===== src/rtl/instr_encoder_if.sv =====
// Descriptor handshake and instruction-memory write bus of the instruction encoder.
// master drives descriptors, slave is the encoder.
interface instr_encoder_if #(
    parameter int unsigned ADDR_W = 32,
    parameter int unsigned DEPTH  = 256
);
    localparam int unsigned CNT_W = $clog2(DEPTH + 1);

    logic              start_i;
    logic [ADDR_W-1:0] base_i;
    logic              valid_i;
    logic              ready_o;
    logic              last_i;
    logic [3:0]        op_sel_i;
    logic [4:0]        rs_i;
    logic [4:0]        rt_i;
    logic [4:0]        rd_i;
    logic [4:0]        shamt_i;
    logic [5:0]        funct_i;
    logic [15:0]       imm_i;
    logic [25:0]       target_i;
    logic              im_we_o;
    logic [ADDR_W-1:0] im_addr_o;
    logic [31:0]       im_data_o;
    logic              busy_o;
    logic              done_o;
    logic              err_o;
    logic [CNT_W-1:0]  count_o;

    modport master (
        output start_i, base_i, valid_i, last_i, op_sel_i, rs_i, rt_i, rd_i,
               shamt_i, funct_i, imm_i, target_i,
        input  ready_o, im_we_o, im_addr_o, im_data_o, busy_o, done_o, err_o, count_o
    );

    modport slave (
        input  start_i, base_i, valid_i, last_i, op_sel_i, rs_i, rt_i, rd_i,
               shamt_i, funct_i, imm_i, target_i,
        output ready_o, im_we_o, im_addr_o, im_data_o, busy_o, done_o, err_o, count_o
    );
endinterface


===== src/rtl/instr_encoder.sv =====
// Instruction encoder / program loader: packs field-level descriptors into MIPS
// words and writes them sequentially into instruction memory from a base address.
module instr_encoder #(
    parameter int unsigned ADDR_W = 32,
    parameter int unsigned DEPTH  = 256
) (
    input logic            clk_i,
    input logic            rst_i,
    instr_encoder_if.slave bus
);
    localparam int unsigned CNT_W = $clog2(DEPTH + 1);

    localparam logic [5:0] OPC_RTYPE = 6'b000000;
    localparam logic [5:0] OPC_LW    = 6'b100011;
    localparam logic [5:0] OPC_SW    = 6'b101011;
    localparam logic [5:0] OPC_BEQ   = 6'b000100;
    localparam logic [5:0] OPC_ADDI  = 6'b001000;
    localparam logic [5:0] OPC_J     = 6'b000010;
    localparam logic [5:0] OPC_ORI   = 6'b001101;
    localparam logic [5:0] OPC_JAL   = 6'b000011;
    localparam logic [5:0] OPC_BGT   = 6'b000111;
    localparam logic [5:0] OPC_BNEZ  = 6'b000101;
    localparam logic [5:0] OPC_BGEZ  = 6'b000001;
    localparam logic [5:0] OPC_LUI   = 6'b001111;

    typedef enum logic [1:0] {
        S_IDLE,
        S_LOAD,
        S_DONE
    } state_t;

    state_t            state_q, state_n;
    logic              ready_q, ready_n;
    logic              we_q, we_n;
    logic              busy_q, busy_n;
    logic              done_q, done_n;
    logic              err_q, err_n;
    logic [ADDR_W-1:0] ptr_q, ptr_n;
    logic [ADDR_W-1:0] addr_q, addr_n;
    logic [31:0]       data_q, data_n;
    logic [CNT_W-1:0]  cnt_q, cnt_n;

    logic              enc_ok_c;
    logic [31:0]       enc_word_c;
    logic              accept_c;

    // Field packing of the presented descriptor; enc_ok_c is low for unmapped kinds.
    always_comb begin
        enc_ok_c   = 1'b1;
        enc_word_c = '0;
        case (bus.op_sel_i)
            4'd0:    enc_word_c = {OPC_RTYPE, bus.rs_i, bus.rt_i, bus.rd_i, bus.shamt_i, bus.funct_i};
            4'd1:    enc_word_c = {OPC_LW,   bus.rs_i, bus.rt_i, bus.imm_i};
            4'd2:    enc_word_c = {OPC_SW,   bus.rs_i, bus.rt_i, bus.imm_i};
            4'd3:    enc_word_c = {OPC_BEQ,  bus.rs_i, bus.rt_i, bus.imm_i};
            4'd4:    enc_word_c = {OPC_ADDI, bus.rs_i, bus.rt_i, bus.imm_i};
            4'd5:    enc_word_c = {OPC_J,    bus.target_i};
            4'd6:    enc_word_c = {OPC_ORI,  bus.rs_i, bus.rt_i, bus.imm_i};
            4'd7:    enc_word_c = {OPC_JAL,  bus.target_i};
            4'd8:    enc_word_c = {OPC_BGT,  bus.rs_i, bus.rt_i, bus.imm_i};
            4'd9:    enc_word_c = {OPC_BNEZ, bus.rs_i, 5'b00000, bus.imm_i};
            4'd10:   enc_word_c = {OPC_BGEZ, bus.rs_i, 5'b00001, bus.imm_i};
            4'd11:   enc_word_c = {OPC_LUI,  5'b00000, bus.rt_i, bus.imm_i};
            default: enc_ok_c   = 1'b0;
        endcase
    end

    assign accept_c = bus.valid_i && ready_q;

    // Next state and next registered outputs.
    always_comb begin
        state_n = state_q;
        we_n    = 1'b0;
        addr_n  = addr_q;
        data_n  = data_q;
        ptr_n   = ptr_q;
        cnt_n   = cnt_q;
        err_n   = err_q;

        case (state_q)
            S_IDLE: begin
                if (bus.start_i) begin
                    state_n = S_LOAD;
                    ptr_n   = bus.base_i;
                    cnt_n   = '0;
                    err_n   = 1'b0;
                end
            end
            S_LOAD: begin
                if (accept_c) begin
                    if (enc_ok_c) begin
                        we_n   = 1'b1;
                        addr_n = ptr_q;
                        data_n = enc_word_c;
                        ptr_n  = ptr_q + ADDR_W'(4);
                        cnt_n  = cnt_q + CNT_W'(1);
                    end else begin
                        err_n = 1'b1;
                    end
                    if (bus.last_i) begin
                        state_n = S_DONE;
                    end else if (cnt_n == CNT_W'(DEPTH)) begin
                        // Session capacity reached without a last marker.
                        state_n = S_DONE;
                        err_n   = 1'b1;
                    end
                end
            end
            S_DONE:  state_n = S_IDLE;
            default: state_n = S_IDLE;
        endcase

        ready_n = (state_n == S_LOAD) && (cnt_n < CNT_W'(DEPTH));
        busy_n  = (state_n != S_IDLE);
        done_n  = (state_n == S_DONE);
    end

    always_ff @(posedge clk_i or negedge rst_i) begin
        if (!rst_i) begin
            state_q <= S_IDLE;
            ready_q <= 1'b0;
            we_q    <= 1'b0;
            busy_q  <= 1'b0;
            done_q  <= 1'b0;
            err_q   <= 1'b0;
            ptr_q   <= '0;
            addr_q  <= '0;
            data_q  <= '0;
            cnt_q   <= '0;
        end else begin
            state_q <= state_n;
            ready_q <= ready_n;
            we_q    <= we_n;
            busy_q  <= busy_n;
            done_q  <= done_n;
            err_q   <= err_n;
            ptr_q   <= ptr_n;
            addr_q  <= addr_n;
            data_q  <= data_n;
            cnt_q   <= cnt_n;
        end
    end

    assign bus.ready_o   = ready_q;
    assign bus.im_we_o   = we_q;
    assign bus.im_addr_o = addr_q;
    assign bus.im_data_o = data_q;
    assign bus.busy_o    = busy_q;
    assign bus.done_o    = done_q;
    assign bus.err_o     = err_q;
    assign bus.count_o   = cnt_q;
endmodule


===== src/flat_wrapper.sv =====
// flat-port wrapper written by rule: the top's interface ports become plain ports
module instr_encoder_flat 
#(
    parameter int unsigned ADDR_W = 32,
    parameter int unsigned DEPTH  = 256
)
  (clk_i, rst_i, bus_start_i, bus_base_i, bus_valid_i, bus_last_i, bus_op_sel_i, bus_rs_i, bus_rt_i, bus_rd_i, bus_shamt_i, bus_funct_i, bus_imm_i, bus_target_i, bus_ready_o, bus_im_we_o, bus_im_addr_o, bus_im_data_o, bus_busy_o, bus_done_o, bus_err_o, bus_count_o);
  instr_encoder_if #(.ADDR_W(ADDR_W), .DEPTH(DEPTH)) bus_i ();
  input logic clk_i;
  input logic rst_i;
  input wire logic [$bits(bus_i.start_i)-1:0] bus_start_i;
  input wire logic [$bits(bus_i.base_i)-1:0] bus_base_i;
  input wire logic [$bits(bus_i.valid_i)-1:0] bus_valid_i;
  input wire logic [$bits(bus_i.last_i)-1:0] bus_last_i;
  input wire logic [$bits(bus_i.op_sel_i)-1:0] bus_op_sel_i;
  input wire logic [$bits(bus_i.rs_i)-1:0] bus_rs_i;
  input wire logic [$bits(bus_i.rt_i)-1:0] bus_rt_i;
  input wire logic [$bits(bus_i.rd_i)-1:0] bus_rd_i;
  input wire logic [$bits(bus_i.shamt_i)-1:0] bus_shamt_i;
  input wire logic [$bits(bus_i.funct_i)-1:0] bus_funct_i;
  input wire logic [$bits(bus_i.imm_i)-1:0] bus_imm_i;
  input wire logic [$bits(bus_i.target_i)-1:0] bus_target_i;
  output wire logic [$bits(bus_i.ready_o)-1:0] bus_ready_o;
  output wire logic [$bits(bus_i.im_we_o)-1:0] bus_im_we_o;
  output wire logic [$bits(bus_i.im_addr_o)-1:0] bus_im_addr_o;
  output wire logic [$bits(bus_i.im_data_o)-1:0] bus_im_data_o;
  output wire logic [$bits(bus_i.busy_o)-1:0] bus_busy_o;
  output wire logic [$bits(bus_i.done_o)-1:0] bus_done_o;
  output wire logic [$bits(bus_i.err_o)-1:0] bus_err_o;
  output wire logic [$bits(bus_i.count_o)-1:0] bus_count_o;
  assign bus_i.start_i = bus_start_i;
  assign bus_i.base_i = bus_base_i;
  assign bus_i.valid_i = bus_valid_i;
  assign bus_i.last_i = bus_last_i;
  assign bus_i.op_sel_i = bus_op_sel_i;
  assign bus_i.rs_i = bus_rs_i;
  assign bus_i.rt_i = bus_rt_i;
  assign bus_i.rd_i = bus_rd_i;
  assign bus_i.shamt_i = bus_shamt_i;
  assign bus_i.funct_i = bus_funct_i;
  assign bus_i.imm_i = bus_imm_i;
  assign bus_i.target_i = bus_target_i;
  assign bus_ready_o = bus_i.ready_o;
  assign bus_im_we_o = bus_i.im_we_o;
  assign bus_im_addr_o = bus_i.im_addr_o;
  assign bus_im_data_o = bus_i.im_data_o;
  assign bus_busy_o = bus_i.busy_o;
  assign bus_done_o = bus_i.done_o;
  assign bus_err_o = bus_i.err_o;
  assign bus_count_o = bus_i.count_o;
  instr_encoder #(.ADDR_W(ADDR_W), .DEPTH(DEPTH)) u_core (.clk_i(clk_i), .rst_i(rst_i), .bus(bus_i));
endmodule

===== config.mk =====
export PLATFORM = sky130hd
export DESIGN_NAME = instr_encoder_flat
export DESIGN_NICKNAME = d
export VERILOG_FILES = /design/src/rtl/instr_encoder_if.sv /design/src/rtl/instr_encoder.sv /design/src/flat_wrapper.sv
export SDC_FILE = /design/constraint.sdc
export NUM_CORES = 1
export LEC_CHECK = 0
export ABC_AREA = 1
export CORE_MARGIN = 3
export CORE_UTILIZATION = 49
export CTS_BUF_LIST = sky130_fd_sc_hd__clkbuf_4
export DETAILED_ROUTE_END_ITERATION = 16
export PLACE_DENSITY = 0.94
export SLEW_MARGIN = 40
export SYNTH_ARGS = -nofsm -noshare
export SYNTH_HDL_FRONTEND = slang
export SYNTH_SLANG_ARGS = --single-unit

===== constraint.sdc =====
create_clock -name clk_i -period 1.8 [get_ports clk_i]
set_clock_uncertainty 0.15 [all_clocks]
set_input_delay 0.45 -clock clk_i [delete_from_list [all_inputs] [get_ports clk_i]]
set_output_delay 0.45 -clock clk_i [all_outputs]
set_load 0.005 [all_outputs]

After elaboration in Yosys (flattened, before gate mapping):

Index checks and enable logic that the tools add are counted.

* register bits: 112
* word-level logic and storage cells: 67
* latch bits: 0
* memory bits (read-only): 0
* memory bits (writable): 0
* memories kept: 0

* equality and inequality tests: 18
* $mul: 0
* multiplexer cells: 26
* order comparisons: 1
* divide/modulo/power cells: 0
* shift operators: 0
* bitwise logic cells: 0
* $add $sub $neg: 2
* reduce and logical (&&, ||, !) cells: 10

Operators by type and width (number)
* one-hot mux 32 bit (12 select lines): 1
* two-way mux 32 bit: 3
* one-hot mux 32 bit (2 select lines): 1
* two-way mux 9 bit: 5
* adder 32 x 3 -> 32 bit, second input constant: 1
* one-hot mux 9 bit (2 select lines): 1
* == test 4 x 3 -> 1 bit, second input constant: 4
* == test 4 bit, second input constant: 4
* OR reduction 12 bit: 1
* adder 9 x 1 -> 9 bit, second input constant: 1
* == test 9 bit, second input constant: 1
* < comparator 9 bit, second input constant: 1
* two-way mux 1 bit: 9
* == test 4 x 2 -> 1 bit, second input constant: 2
* two-way mux 2 bit: 4
* AND reduction 3 bit: 2
* == test 2 x 1 -> 1 bit, second input constant: 2
* == test 4 x 1 -> 1 bit, second input constant: 1
* zero test 4 bit: 1
* != test 2 x 1 -> 1 bit, second input constant: 2
* one-hot mux 2 bit (2 select lines): 1
* AND reduction 4 bit: 1
* nonzero test 2 bit: 2
* == test 2 bit, second input constant: 1
* 4 further kinds: 5

Logic depth before layout (Yosys ltp):

Gate-level depths: netlist (run 1).

* word-level depth: 13
* gate-level depth with buffers: 14
* mapped depth without buffers: 13

Worst setup path before layout (run 1):

OpenSTA, ideal clock, no wires.

* path kind: input to register
* start: in bus_op_sel_i[2]
* end: reg u_core.ready_q, in the netlist u_core.bus.ready_o
* arrival: 1.394 ns
* cell stages on the path: 10
* setup time: 0.129 ns
* required time: 1.521 ns
* buffers on the path: 2
* setup slack: 0.127 ns
* cell sequence: buf_4 > nand2_4 > buf_4 > nand3_1 > a21oi_1 > nand3_1 > nor2_1 > nand2_1 > nand3_1 > a21oi_1

* longest elaborated chain between the ends: 13
* elaborated cells on any way between the ends: 27

Ends and longest elaborated chain
* start, declared: line flat_wrapper.sv:15 `input wire logic [$bits(bus_i.op_sel_i)-1:0] bus_op_sel_i;`
* == test 4 x 1 -> 1 bit (tied with other cells): line instr_encoder.sv:51 `case (bus.op_sel_i)`
* OR reduction 12 bit (no line) (*)
* two-way mux 1 bit (*): line instr_encoder.sv:51
* two-way mux 9 bit (*): line instr_encoder.sv:91 `if (enc_ok_c) begin`
* two-way mux 9 bit (*): line instr_encoder.sv:90 `if (accept_c) begin`
* two-way mux 9 bit (*): line instr_encoder.sv:80 `case (state_q)`
* == test 9 bit: line instr_encoder.sv:102 `end else if (cnt_n == CNT_W'(DEPTH)) begin`
* two-way mux 2 bit: line instr_encoder.sv:102
* two-way mux 2 bit: line instr_encoder.sv:100 `if (bus.last_i) begin`
* two-way mux 2 bit: line instr_encoder.sv:90
* one-hot mux 2 bit (2 select lines): line instr_encoder.sv:80
* == test 2 x 1 -> 1 bit: line instr_encoder.sv:113 `ready_n = (state_n == S_LOAD) && (cnt_n < CNT_W'(DEPTH));`
* logical AND 1 bit (*): line instr_encoder.sv:113
* via u_core.ready_n: line instr_encoder.sv:33 `logic ready_q, ready_n;`
* end signal, assigned: line instr_encoder.sv:132 `ready_q <= ready_n;`
* end, declared: line instr_encoder.sv:33

Mark *: on every way through the listed nets, which the timed path passes. The rest lies on a longest branch. The select of a mux whose other input is x is not followed.
A chain may end at the register's enable or synchronous reset.

Worst setup path after layout (run 1):

* start: reg u_core.cnt_q[0], in the netlist u_core.bus.count_o[0]
* end: reg u_core.err_q, in the netlist u_core.bus.err_o

* longest elaborated chain between the ends: 9

Ends and longest elaborated chain
* start, declared: line instr_encoder.sv:41 `logic [CNT_W-1:0] cnt_q, cnt_n;`
* start signal, assigned: line instr_encoder.sv:140 `cnt_q <= cnt_n;`
* adder 9 x 1 -> 9 bit: line instr_encoder.sv:96 `cnt_n = cnt_q + CNT_W'(1);`
* two-way mux 9 bit (*): line instr_encoder.sv:91
* two-way mux 9 bit (*): line instr_encoder.sv:90
* two-way mux 9 bit (*): line instr_encoder.sv:80
* == test 9 bit (*): line instr_encoder.sv:102
* two-way mux 1 bit (*): line instr_encoder.sv:102
* two-way mux 1 bit (*): line instr_encoder.sv:100
* two-way mux 1 bit (*): line instr_encoder.sv:90
* one-hot mux 1 bit (2 select lines) (*): line instr_encoder.sv:80
* end signal, assigned: line instr_encoder.sv:136 `err_q <= err_n;`
* end, declared: line instr_encoder.sv:37 `logic err_q, err_n;`

Every way passes the cells marked *; elsewhere a longest branch is shown, timed or not. The select of a mux whose other input is x is not followed.

==> results of run 1 <==
sequential cells by signal, summed over array words and instances, names as in the netlist:
register	cells
u_core.state_q	2
u_core.bus.im_addr_o	32
u_core.bus.busy_o	1
u_core.bus.ready_o	1
u_core.bus.count_o	9
u_core.bus.im_data_o	31
u_core.bus.err_o	1
u_core.ptr_q	32
u_core.bus.im_we_o	1
u_core.bus.done_o	1
routing by layer:
metal	global-route usage	wire length [um]	part of all wire	vias to the layer above
met5	0	0	0	-
met4	0.139	1240	0.055	0
met3	0.0606	2290	0.10	130
met2	0.508	11000	0.49	504
met1	0.348	8170	0.36	3373
li1	-	-	-	3172
Yosys cell counts:
library cell and count:
a31oi_1 3, clkbuf_1 12, a22o_1 1, nand2_2 4, o22ai_1 21, buf_2 13
a221oi_1 8, o21ai_1 1, a2bb2oi_1 18, nor3_4 1, o31ai_1 1, buf_4 8
nor2_1 56, o21ai_2 1, nand4_1 11, a21oi_1 35, nand2_1 209, dfrtp_1 111
nor4_1 1, inv_1 80, nand2_4 2, ha_1 2, o221ai_1 2, nor2_2 6
nand3_2 1, o211ai_1 3, o22a_1 1, o21bai_1 1, buf_6 2, o21ai_0 72
conb_1 1, nor3_1 12, xnor2_1 1, nor2_4 3, nand3_1 49, or2_2 1
o21a_1 8, xor2_1 7, inv_2 4, nand3b_1 1
worst register-to-register path: cells and delay by family, from the launching register on:
family / cells / cell delay (ps)
adders and majority gates: 1 / 180
buffers and inverters: 2 / 180
DFF: 1 / 440
and+or+nand+nor: 11 / 1000
repair_timing:
action                                  in CTS  in global routing
hold buffers                                 1                  0
endpoints found under the hold margin      111                  0
endpoints found under the setup margin      86                 94
gates cloned                                 0                  2
pin swaps                                    6                 27
buffers inserted                            37                 40
gates resized for setup                     97                 98
final timing paths:
kind                                       start               endpoint  slack [ps]
setup / recovery           u_core.bus.count_o[0]       u_core.bus.err_o        -210
hold / removal                             rst_i     u_core.bus.im_we_o         140
setup reg to reg           u_core.bus.count_o[0]       u_core.bus.err_o        -210
hold reg to reg                  u_core.ptr_q[0]        u_core.ptr_q[0]         360
max in group asynchronous                  rst_i  u_core.bus.count_o[2]         590
min in group clk_i               u_core.ptr_q[0]        u_core.ptr_q[0]         360
cell type report:
class | instances | area (um2) | area share
clock inverter | 7 | 71.3 | 0.00758
multi-input combinational | 544 | 2950 | 0.314
clock buffer | 9 | 67.6 | 0.00718
sequential | 111 | 2790 | 0.296
inverter | 84 | 322 | 0.0342
timing repair buffer | 327 | 3030 | 0.322
antenna | 1 | 2.50 | 0.000266
tap | 143 | 179 | 0.0190
power by group through the flow:
| stage | registers (mW) | logic, mW | clock network [mW] |
|---|---|---|---|
| 2_1_floorplan | 4.43 | 3.12 | 0 |
| 3_3_place_gp | 4.50 | 6.07 | 0 |
| 3_5_place_dp | 4.56 | 6.30 | 0 |
| 4_1_cts | 4.44 | 6.31 | 1.30 |
| 5_1_grt | 4.66 | 8.32 | 1.41 |
| 6_report | 4.55 | 7.70 | 1.30 |
per-stage QoR:
stage,cells,area [um2]
after global placement,1130,8410
after floorplan,774,5980
final,1226,9410
after global routing,1226,9410
after CTS,1184,8810
after detailed placement,1130,8410
cell usage in the layout (no fill, tap or decap), types with 9 or more instances in the layout:
cell type and n:
nand2_1 194, buf_4 125, clkdlybuf4s50_1 105, dfrtp_1 104, inv_1 70, o21ai_0 66
nor2_1 51, dlygate4sd2_1 51, nand3_1 45, a21oi_1 30, clkdlybuf4s15_1 25, o22ai_1 21
a2bb2oi_1 18, nand2_2 14, inv_2 12, nand4_1 11, buf_12 11, clkbuf_4 9
cell families (layout without fill, tap and decap cells):
kind of cell | count (synthesis) | after routing | synth area share
other cells | 1 | 2 | 0.000627
xor+xnor | 8 | 8 | 0.0117
fa+ha+maj | 2 | 2 | 0.00419
compound gates | 176 | 176 | 0.177
buf+inv | 119 | 427 | 0.0850
simple gates | 357 | 357 | 0.257
flops | 111 | 111 | 0.465
==> results.cfg, run 1 <==
[status]
status = finished, violations left
violations = negative setup slack

[layout]
areaGrowthSynthToFinish_pct = 57.5
final_util = 0.807
nNetsFinal = 1188
drive_gt1_frac = 0.225
fill_cells = 657

[critical_path]
cp_slowest_stage_delay_ps = 440
cpMaxStageDelayCell = dfrtp_1
cp_top_family = simple AND/OR/NAND/NOR gates
endpoint_kind = flop
worst_ep_required_time_ps = 2060
rr_worst_depth = 14
critPathMaxFanout = 6
crit_top_cell = nand2_1
path_depth = 14
arrival_ps = 2270
crit_buf_inv = 2
startpoint_type = flop
path_class = flop to flop
path_cells = buf_6 > ha_4 > inv_1 > nand2_1 > nand2_1 > nand2_1 > nand2_1 > nor2_1 > nand3_1 > nor2_1 > nand3_1 > nand2_1 > nand2_1 > nand2_1

[route]
vias = 7179
viasPerCell = 5.86
wl_per_cell_um = 18.6
wl_mm = 22.8
drtAntennaViolNets = 0
drt_iter0_drc = 996
firstDrtPassIters = 6
drc = 0

[synthesis]
postSynthAreaPerCell_um2 = 7.72
yosysTopAreaCellShare = 0.465
synth_largest_area_cell = dfrtp_1
ys_seq_elements = 111
synthCells = 774
synthesis.nets = 885
synth_area_leaders = dfrtp_1 (46%), nand2_1 (13%), o21ai_0 (6.0%)
yosysSeqAreaShare = 0.465
syn-cell-area_mm2 = 0.00598
yosysWarnings = 0
synth_cell_types = 40

[floorplan]
dieArea_mm2 = 0.0136
start_util = 0.513
die_h_um = 116
core_area_mm2 = 0.0117
ios = 187
rows = 39
die_w_um = 116

[cts]
numCtsBuffers = 9
cts-root-buf = clkbuf_4
clk_pin_slew_worst_paths_ps = 190
h-tree-depth = 3
clk_latency_ps = 470
clock_path_buffers = 2
cts_tree = yes
cts_sinks = 111

[timing]
drv_slew = 0
hold_viol = 0
finalSetupViolCount = 11
rsz0062_at_grt = yes
fmax_ghz = 0.499
tns_ps = -734
slew_headroom = 0.630
worst_slack_ps = -206
hold_ws_ps = 142
period_share = 1.11
finalCriticalPeriod_ps = 2010
tightestPinTransition_ps = 554

[pwr]
sw_frac_of_total = 0.418
seqPwrFrac = 0.336
power_mw = 13.5
power_frac_comb = 0.568
power_density_mw_per_mm2 = 1440
p_int_mw = 7.88
vdd.ir_drop.worst_mv = 0.864
pwr-share-clk = 0.096
p_switching_mw = 5.67
p_leak_nw = 4.55

[hold_path]
hp-class = input port to async pin

[flow_run]
drv_cap = 0

[global_route]
antenna_found_initial = 1
grt_start_max_net_pins = 70
grt_pass1_vias = 6684
gr-total-overflow = 0
grt.total_usage = 0.293
grt_pass1_wl_mm = 31.7

[place]
dp_slack_ps = -499
portBuffers = 185
dp_hpwl_mm = 14.1
gp_congestion = 0.934
(Power assumes the default switching activity.)
==> run 2: changes to the inputs <==
--- a/config.mk
+++ b/config.mk
@@ -6,6 +6,7 @@
 export NUM_CORES = 1
 export LEC_CHECK = 0
 export ABC_AREA = 1
+export CAP_MARGIN = 20
 export CORE_MARGIN = 3
 export CORE_UTILIZATION = 49
 export CTS_BUF_LIST = sky130_fd_sc_hd__clkbuf_4
==> results of run 2 <==
Final layout, timing and power as in run 1 (identical DEF).
==> run 3: changes to the inputs <==
==> constraint.sdc (replaced) <==
create_clock -name clk_i -period 2.2 [get_ports clk_i]
set_clock_uncertainty 0.15 [all_clocks]
set_input_delay 0.55 -clock clk_i [delete_from_list [all_inputs] [get_ports clk_i]]
set_output_delay 0.55 -clock clk_i [all_outputs]
set_load 0.005 [all_outputs]
==> results.cfg, run 3 (synthesis results as in run 1) <==
[status]
status = completed

[pwr]
power_density_mw_per_mm2 = 1150
p_leak_nw = 3.95
vdd.ir_drop.worst_mv = 0.754
power_mw = 9.76

[critical_path]
crit_buf_inv = 1
endpoint_kind = output pin
critPathMaxFanout = 4
path_cells = clkdlybuf4s50_1
path_class = flop to output pin
arrival_ps = 1430
worst_ep_required_time_ps = 1500
startpoint_type = flop
rr_worst_depth = 11
cp_slowest_stage_delay_ps = 520
cpMaxStageDelayCell = clkdlybuf4s50_1
path_depth = 1
cp_top_family = buffers and inverters

[cts]
cts-root-buf = clkbuf_4
clk_latency_ps = 480
clk_pin_slew_worst_paths_ps = 160
numCtsBuffers = 9
h-tree-depth = 3
clock_path_buffers = 2
cts_tree = yes
cts_sinks = 111

[timing]
tns_ps = 0
fmax_ghz = 0.469
finalSetupViolCount = 0
hold_viol = 0
drv_slew = 0
period_share = 0.969
finalCriticalPeriod_ps = 2130

[place]
place_inst = 1111
gp_congestion = 0.926
portBuffers = 185
dpl-instance-area_mm2 = 0.00827
dp_hpwl_mm = 13.9

[hold_path]
hp-class = input port to async pin

[layout]
final_cell_mix = nand2_1 (208), clkdlybuf4s50_1 (181), dfrtp_1 (109)
final_common_cell = nand2_1
nNetsFinal = 1100
stdcell_area_mm2 = 0.00848
final_cells = 1135
diodes = 0
fill_cells = 862
drive_gt1_frac = 0.0938
areaGrowthSynthToFinish_pct = 41.8

[floorplan]
core_area_mm2 = 0.0117
die_h_um = 116
dieArea_mm2 = 0.0136
ios = 187
rows = 39
die_w_um = 116
start_util = 0.513

[route]
drc = 0
drt_iter0_drc = 693
wl_mm = 18.5
drtAntennaViolNets = 0
viasPerCell = 5.56
vias = 6311
firstDrtPassIters = 7
wl_per_cell_um = 16.3

[global_route]
grt_pass1_vias = 5964
antenna_found_initial = 0
grt_start_max_net_pins = 57
grt.total_usage = 0.268
grt_pass1_wl_mm = 29.0
gr-total-overflow = 0

[flow_run]
drv_cap = 0
run 3: what timing repair did:
action | in CTS | in global routing
setup buffers | 1 | 8
gates resized for setup | 2 | 3
hold buffers | 1 | 0
pin swaps | 0 | 0
endpoints found under the setup margin | 3 | 9
hold endpoints to repair | 111 | 0
run 3: routing by layer:
| metal | part of all wire | vias to the layer above | global-route usage |
|---|---|---|---|
| met5 | 0 | - | 0 |
| met4 | 0.025 | 0 | 0.0773 |
| met3 | 0.092 | 45 | 0.0648 |
| met2 | 0.48 | 337 | 0.449 |
| met1 | 0.40 | 2936 | 0.348 |
| li1 | - | 2993 | - |
run 3: through the flow:
| stage | utilization | setup slack (ps) | hold WS, ps |
|---|---|---|---|
| floorplan | - | 427 | 104 |
| global placement | 0.709 | -131 | 207 |
| detailed placement | 0.709 | -235 | 206 |
| CTS | 0.721 | 5.73 | 210 |
| global route | 0.727 | -4.28 | 208 |
| finish | 0.727 | 67.7 | 238 |
run 3: report_power, final:
part	total, mW	internal [mW]	switching [mW]
combinational	5.08	2.58	2.50
sequential	3.70	2.97	0.725
clock	0.989	0.328	0.661
total	9.76	5.88	3.88
run 3: final timing paths:
path	from	end	slack [ps]
min in group clk_i	u_core.bus.im_addr_o[29]	u_core.bus.im_addr_o[29]	350
min reg2reg	u_core.bus.im_addr_o[29]	u_core.bus.im_addr_o[29]	350
max	u_core.bus.count_o[2]	bus_count_o[2]	70
max reg2reg	u_core.bus.count_o[1]	u_core.bus.ready_o	230
max in group asynchronous	rst_i	u_core.bus.im_addr_o[21]	1150
min	rst_i	u_core.bus.im_we_o	240
run 3: final cells by class:
type	count	area, um2	share of cell area
Tap cell	143	179	0.0211
Sequential cell	111	2780	0.328
Inverter	84	315	0.0372
Clock buffer	9	67.6	0.00797
Multi-Input combinational cell	544	2700	0.318
Clock inverter	5	51.3	0.00605
Timing Repair Buffer	239	2390	0.282
